===== src/rtl/frame_buffer_if.sv =====
// Drawing-side and display-side signal bundle for the double-buffered frame store.
// The master side is the drawing/display logic; the slave side is the buffer itself.
interface frame_buffer_if #(
  parameter int ADDR_WIDTH = 3
);
  logic                  write_enable;
  logic [ADDR_WIDTH-1:0] write_addr;
  logic                  write_data;
  logic                  write_ready;
  logic                  swap_request;
  logic                  swap_done;
  logic                  frame_start;
  logic                  read_enable;
  logic [ADDR_WIDTH-1:0] read_addr;
  logic                  read_data;
  logic                  read_valid;
  logic                  front_bank;

  modport master (
    output write_enable, write_addr, write_data, swap_request,
    output frame_start, read_enable, read_addr,
    input  write_ready, swap_done, read_data, read_valid, front_bank
  );

  modport slave (
    input  write_enable, write_addr, write_data, swap_request,
    input  frame_start, read_enable, read_addr,
    output write_ready, swap_done, read_data, read_valid, front_bank
  );
endinterface


===== src/rtl/frame_buffer.sv =====
// Double-buffered 1-bit pixel store: the drawing stage fills the back bank while
// the display reads the front bank; banks swap only on a display frame boundary.
module frame_buffer #(
  parameter int PIXELS_COUNT = 5,
  parameter int ADDR_WIDTH   = $clog2(PIXELS_COUNT)
) (
  input logic           clk,
  input logic           rst,
  frame_buffer_if.slave bus
);

  typedef enum logic {
    IDLE,
    PENDING
  } swap_state_t;

  localparam logic [ADDR_WIDTH:0] PIXEL_LIMIT = (ADDR_WIDTH + 1)'(PIXELS_COUNT);

  swap_state_t             state;
  logic                    front_q;
  logic                    write_ready_q;
  logic                    swap_done_q;
  logic                    read_data_q;
  logic                    read_valid_q;
  logic [PIXELS_COUNT-1:0] bank0;
  logic [PIXELS_COUNT-1:0] bank1;
  logic                    write_in_range;
  logic                    read_in_range;
  logic                    front_pixel;

  assign write_in_range = ({1'b0, bus.write_addr} < PIXEL_LIMIT);
  assign read_in_range  = ({1'b0, bus.read_addr} < PIXEL_LIMIT);

  assign bus.write_ready = write_ready_q;
  assign bus.swap_done   = swap_done_q;
  assign bus.read_data   = read_data_q;
  assign bus.read_valid  = read_valid_q;
  assign bus.front_bank  = front_q;

  // Swap FSM: a swap can only land on a frame_start edge; write_ready is its registered IDLE flag.
  always_ff @(posedge clk) begin
    if (rst) begin
      state         <= IDLE;
      front_q       <= 1'b0;
      write_ready_q <= 1'b1;
      swap_done_q   <= 1'b0;
    end else begin
      swap_done_q <= 1'b0;
      case (state)
        IDLE: begin
          if (bus.swap_request) begin
            if (bus.frame_start) begin
              front_q     <= ~front_q;
              swap_done_q <= 1'b1;
            end else begin
              state         <= PENDING;
              write_ready_q <= 1'b0;
            end
          end
        end
        PENDING: begin
          if (bus.frame_start) begin
            front_q       <= ~front_q;
            swap_done_q   <= 1'b1;
            state         <= IDLE;
            write_ready_q <= 1'b1;
          end
        end
        default: begin
          state         <= IDLE;
          write_ready_q <= 1'b1;
        end
      endcase
    end
  end

  // Back-bank write; uses the pre-swap bank selection and is never cleared, even by reset.
  always_ff @(posedge clk) begin
    if (!rst && bus.write_enable && write_ready_q && write_in_range) begin
      if (front_q) begin
        bank0[bus.write_addr] <= bus.write_data;
      end else begin
        bank1[bus.write_addr] <= bus.write_data;
      end
    end
  end

  // Front-bank pixel lookup; out-of-range addresses read as 0.
  always_comb begin
    front_pixel = 1'b0;
    if (read_in_range) begin
      front_pixel = front_q ? bank1[bus.read_addr] : bank0[bus.read_addr];
    end
  end

  // One-cycle registered read port; read_data holds when no read is issued.
  always_ff @(posedge clk) begin
    if (rst) begin
      read_data_q  <= 1'b0;
      read_valid_q <= 1'b0;
    end else if (bus.read_enable) begin
      read_data_q  <= front_pixel;
      read_valid_q <= 1'b1;
    end else begin
      read_valid_q <= 1'b0;
    end
  end

endmodule


===== src/flat_wrapper.sv =====
// flat-port wrapper written by rule: the top's interface ports become plain ports
module frame_buffer_flat 
#(
  parameter int PIXELS_COUNT = 5,
  parameter int ADDR_WIDTH   = $clog2(PIXELS_COUNT)
)
  (clk, rst, bus_write_enable, bus_write_addr, bus_write_data, bus_swap_request, bus_frame_start, bus_read_enable, bus_read_addr, bus_write_ready, bus_swap_done, bus_read_data, bus_read_valid, bus_front_bank);
  frame_buffer_if #(.ADDR_WIDTH(ADDR_WIDTH)) bus_i ();
  input logic clk;
  input logic rst;
  input wire logic [$bits(bus_i.write_enable)-1:0] bus_write_enable;
  input wire logic [$bits(bus_i.write_addr)-1:0] bus_write_addr;
  input wire logic [$bits(bus_i.write_data)-1:0] bus_write_data;
  input wire logic [$bits(bus_i.swap_request)-1:0] bus_swap_request;
  input wire logic [$bits(bus_i.frame_start)-1:0] bus_frame_start;
  input wire logic [$bits(bus_i.read_enable)-1:0] bus_read_enable;
  input wire logic [$bits(bus_i.read_addr)-1:0] bus_read_addr;
  output wire logic [$bits(bus_i.write_ready)-1:0] bus_write_ready;
  output wire logic [$bits(bus_i.swap_done)-1:0] bus_swap_done;
  output wire logic [$bits(bus_i.read_data)-1:0] bus_read_data;
  output wire logic [$bits(bus_i.read_valid)-1:0] bus_read_valid;
  output wire logic [$bits(bus_i.front_bank)-1:0] bus_front_bank;
  assign bus_i.write_enable = bus_write_enable;
  assign bus_i.write_addr = bus_write_addr;
  assign bus_i.write_data = bus_write_data;
  assign bus_i.swap_request = bus_swap_request;
  assign bus_i.frame_start = bus_frame_start;
  assign bus_i.read_enable = bus_read_enable;
  assign bus_i.read_addr = bus_read_addr;
  assign bus_write_ready = bus_i.write_ready;
  assign bus_swap_done = bus_i.swap_done;
  assign bus_read_data = bus_i.read_data;
  assign bus_read_valid = bus_i.read_valid;
  assign bus_front_bank = bus_i.front_bank;
  frame_buffer #(.PIXELS_COUNT(PIXELS_COUNT), .ADDR_WIDTH(ADDR_WIDTH)) u_core (.clk(clk), .rst(rst), .bus(bus_i));
endmodule

===== config.mk =====
export PLATFORM = sky130hd
export DESIGN_NAME = frame_buffer_flat
export DESIGN_NICKNAME = d
export VERILOG_FILES = /design/src/rtl/frame_buffer_if.sv /design/src/rtl/frame_buffer.sv /design/src/flat_wrapper.sv
export SDC_FILE = /design/constraint.sdc
export NUM_CORES = 1
export LEC_CHECK = 0
export ABC_AREA = 1
export CAP_MARGIN = 0
export CORE_MARGIN = 3
export CORE_UTILIZATION = 44
export CTS_BUF_LIST = sky130_fd_sc_hd__clkbuf_4 sky130_fd_sc_hd__clkbuf_8
export CTS_CLUSTER_SIZE = 30
export DETAILED_ROUTE_END_ITERATION = 8
export GPL_TIMING_DRIVEN = 0
export HOLD_SLACK_MARGIN = 0.1
export PLACE_DENSITY = 0.75
export SLEW_MARGIN = 20
export SYNTH_ARGS = -nofsm -noshare
export SYNTH_HDL_FRONTEND = slang
export SYNTH_SLANG_ARGS = --single-unit

===== constraint.sdc =====
create_clock -name clk -period 1.1 [get_ports clk]
set_clock_uncertainty 0.05 [all_clocks]
set_input_delay 0.33 -clock clk [delete_from_list [all_inputs] [get_ports clk]]
set_output_delay 0.33 -clock clk [all_outputs]
set_load 0.02 [all_outputs]

Yosys cells after proc, flatten, opt, wreduce, memory -nomap -nowiden
Cells that the tools add are included.

word-level totals
  output and inout port bits = 5
  flip-flop bits (word level) = 16
  word-level logic and storage cells = 50
  input bits = 13

operators by class
  reductions and logical operators = 8
  $lt $le $gt $ge = 5
  mux-type cells = 24
  bitwise gates (word level) = 2
  equal/unequal tests = 3

operators with widths
  operator                                                                              number
  1-bit 2-to-1 mux                                                                      15
  5-bit bitwise mux                                                                     2
  3-bit by 4-bit < comparator with 1-bit output (second input constant)                 2
  1-bit case mux with 2 select lines                                                    4
  1-bit binary-select mux with 3-bit select                                             2
  3-bit < comparator (second input constant)                                            2
  2-bit inequality test (second input constant)                                         3
  1-bit logical AND                                                                     4
  2-bit AND reduction                                                                   2
  1-bit demux with 3-bit select                                                         1
  3-bit by 1-bit greater-or-equal comparator with 1-bit output (second input constant)  1
  3-bit AND reduction                                                                   1
  1-bit NOT                                                                             2
  1-bit zero test                                                                       1

Depth between registers and ports, before layout
  word-level depth = 5
  mapped depth = 7
  depth with buffers taken out = 7

Worst setup path before layout
No wires, ideal clock.

  path type = reg-to-reg
  start = register u_core.write_ready_q (netlist: u_core.bus.write_ready)
  end = register u_core.bank0[0], enable pin
  stages on the path, launching flop included = 4
  arrival = 893 ps
  data required time = 750 ps
  period minus slack after synthesis = 1242 ps
  path slack = -142 ps
  path buffers = 0
  cell sequence = dfxtp_1 and3_1 o211ai_2 nor2_1

between the ends
  longest elaborated chain between the ends = 3

RTL lines
  element                         line                RTL
  start: declaration              frame_buffer.sv:21  logic write_ready_q;
  start signal: assignment        frame_buffer.sv:45  write_ready_q <= 1'b1;
  start signal: assignment        frame_buffer.sv:57  write_ready_q <= 1'b0;
  start signal: assignment        frame_buffer.sv:66  write_ready_q <= 1'b1;
  1-bit logical AND (2 in a row)  frame_buffer.sv:79  if (!rst && bus.write_enable && write_ready_q && write_in_range) begin
  2-bit AND reduction (no line)   --
  end signal: indexed assignment  frame_buffer.sv:81  bank0[bus.write_addr] <= bus.write_data;
  end: declaration                frame_buffer.sv:25  logic [PIXELS_COUNT-1:0] bank0;

No other way between the ends.
A chain may end at the register's enable or synchronous reset.

Final worst setup path
  start = register u_core.write_ready_q (netlist: u_core.bus.write_ready)
  end = output bus_write_ready

RTL lines
  element           line                RTL
  end: declaration  flat_wrapper.sv:18  output wire logic [$bits(bus_i.write_ready)-1:0] bus_write_ready;

No word-level cell between the ends.

==> results.py <==
metrics = {
    "worst_setup_path": {
        "reg2regPathDepth": 3,
        "crit_path_top_delay_cell": "dfxtp_4",
        "critical_path_arrival_ns": 0.77,
        "cp-start-kind": "flop",
        "regToRegEndpoint": "u_core.bank0[2]",
        "ff2ff_setup_slack_ns": -0.03,
        "end_kind": "output port",
        "crit_buf_inv": 1,
        "cp.required_ns": 0.72,
        "r2r-start": "u_core.bus.write_ready",
        "startpoint": "u_core.bus.write_ready",
        "crit_chain": "buf_6",
        "cpLargestDelayFamily": "flip-flops",
        "cpPeakStageDelay_ns": 0.36,
        "worstPathMaxFanout": 3,
        "criticalPathCategory": "flop to output port",
    },
    "timing": {
        "setup_viol": 15,
        "timing.fmax_ghz": 0.8704,
        "finalCriticalPeriod_ns": 1.149,
        "rsz0062_at_grt": "yes",
        "fin_crit_sh_pct": 104.4,
        "slew_headroom_pct": 82.42,
        "maxSlewViolCount": 0,
        "tightest_slew_ns": 0.2624,
        "hold_viol": 0,
        "whs_ns": 0.2670,
        "setup_ws_ns": -0.04890,
    },
    "clock_network": {
        "clk_latency_ns": 0.29,
        "path_clk_slew_ns": 0.09,
        "cts_tree": "done",
        "cts.sinks": 16,
        "htreeDepth": 1,
        "cts_buffers": 3,
        "clockBufferDepth": 2,
        "ctsRootBufferMaster": "clkbuf_4",
    },
    "yosys": {
        "synth.distinct_cells": 18,
        "netlist_top_cells_area": "edfxtp_1 41%, dfxtp_1 16%, nor2_1 9.2%",
        "synth-xor-area-share_pct": 0,
        "synth-simple-area-share_pct": 28.25,
        "ys_ff_latch": 16,
        "yosys_most_used_dff": "edfxtp_1",
        "postSynthCellCount": 82,
        "ys_seq_area_share_pct": 57.53,
        "synth_compound_area_share_pct": 8.048,
        "syn_nets": 95,
        "yosys_warnings": 0,
        "synthMuxAreaShare_pct": 0,
        "synth-adder-area-share_pct": 0,
        "yosys.area.top_type": "edfxtp_1",
        "synth-async-reset-ratio_pct": 0,
        "synth_top_area_share_pct": 41.10,
        "synth-edff-count": 10,
        "synthesis.area_sq_um": 730.7,
        "avgSynthCellArea_sq_um": 8.911,
        "synth_top_family_by_area": "simple AND/OR/NAND/NOR gates",
    },
    "finish": {
        "area_growth_syn_to_layout_pct": 41.78,
        "diodes": 0,
        "fillers": 121,
        "drive_above_1_share_pct": 36.54,
        "final_nets": 118,
        "final_area_sq_um": 1036,
        "final_cell_mix": "15 x nand2_1, 10 x edfxtp_1, 9 x nor2_2",
        "final_common_cell": "nand2_1",
    },
    "drt": {
        "vias": 601,
        "drt-initial-drc-count": 18,
        "drt-wirelength-per-cell_um": 10.65,
        "wl_um": 1278,
        "dr.pass1.iters": 4,
        "drt-vias-per-instance": 5.008,
        "drc": 0,
        "drtAntennaViolNets": 0,
    },
    "outcome": {
        "violations": "setup timing",
        "status": "finished, violations left",
    },
    "global_route": {
        "grt_start_max_net_pins": 11,
        "grt_pass1_wl_um": 1925,
        "gr-total-overflow": 0,
        "track_usage_pct": 12.90,
        "grt_pass1_vias": 501,
        "antenna_found_initial": 0,
    },
    "place": {
        "portBuffers": 17,
        "post-place-ws_ns": -0.6626,
        "dp_hpwl_um": 953.1,
        "place_area_sq_um": 933.4,
        "gp_congestion": 0.7689,
    },
    "run": {
        "max_cap_violations": 0,
    },
    "power_and_ir_drop": {
        "power_per_cell_area_nw_per_um2": 1204,
        "irDropWorstVdd_mv": 1.022,
        "p_leak_nw": 0.4063,
    },
    "floorplan": {
        "fp.coreArea_sq_um": 1541,
        "num_rows": 14,
        "num_io_pins": 18,
        "die_y_um": 46.75,
        "dieWidth_um": 46.75,
        "die_area_sq_um": 2186,
        "initial_utilization_pct": 47.40,
    },
    "hold_path": {
        "hp-start": "bus_frame_start",
        "min_path_type": "input port to flop",
        "whs_path_depth": 2,
        "min_to": "u_core.state",
    },
}
-- cell usage after synthesis (2+ instances only) --
cell type	number
inv_2	5
nor2_1	18
dfxtp_1	6
nor3_1	2
nand2_1	15
inv_1	5
o21ai_1	2
edfxtp_1	10
a21oi_1	2
o211ai_2	2
nand3_1	7
nand3b_1	2
-- logic make-up after synthesis --
family / count (synthesis)
compound gates: 8
simple gates: 47
buf+inv: 11
flops: 16
-- state kept, by name, summed over array words and instances (netlist names) --
signal / flops
u_core.bank0: 5
u_core.bank1: 5
u_core.bus.front_bank: 1
u_core.bus.read_data: 1
u_core.bus.read_valid: 1
u_core.bus.swap_done: 1
u_core.bus.write_ready: 1
u_core.state: 1
-- through the flow --
step,cells,power [mW],TNS [ns],util [%]
6_report,120,1.248,-0.4509,67.21
5_1_grt,120,1.293,-0.8049,67.21
4_1_cts,120,1.247,-0.3473,65.91
3_5_place_dp,115,0.8560,-9.935,60.55
3_3_place_gp,115,0.8547,-9.786,60.55
2_1_floorplan,82,0.7616,-0.1448,-
-- layer usage --
layer  wire length (um)  vias to the layer above  GRT usage [%]
met5                  0                        -              0
met4                 23                        0          8.287
met3                 31                        2          2.299
met2                653                        7          20.88
met1                570                      276          15.85
li1                   -                      316              -
-- timing repair --
| action | 4_1_cts | 5_1_grt |
|---|---|---|
| hold buffers | 0 | 0 |
| endpoints found under the setup margin | 17 | 16 |
| hold endpoints to repair | 0 | 0 |
| setup buffers | 1 | 0 |
| gates resized for setup | 52 | 8 |
| pin swaps | 6 | 3 |
-- report_power, final --
group / switching, mW / total, mW / internal, mW
registers: 0.00976 / 0.662 / 0.652
logic: 0.111 / 0.202 / 0.0909
clock network: 0.182 / 0.384 / 0.202
total: 0.303 / 1.25 / 0.944
-- area by class of cell --
cell class | count | area [sq um] | share of cell area [%]
well taps | 16 | 20.02 | 1.932
inverters | 11 | 47.55 | 4.589
clock buffers | 4 | 36.28 | 3.502
flip-flops and latches | 16 | 431.7 | 41.67
repair buffers | 18 | 182.7 | 17.63
multi-input cells | 55 | 317.8 | 30.68
-- worst max path at each step --
stage                                 end  slack (ns)  cells past startpoint
after global routing      bus_write_ready       -0.08                      1
final                     bus_write_ready       -0.05                      1
after detailed placement  u_core.bank0[0]       -0.66                      5
after global placement    u_core.bank1[1]       -0.64                      5
after floorplan           u_core.bank0[0]       -0.02                      3
after CTS                 bus_write_ready       -0.05                      1
(Power assumes the default switching activity.)
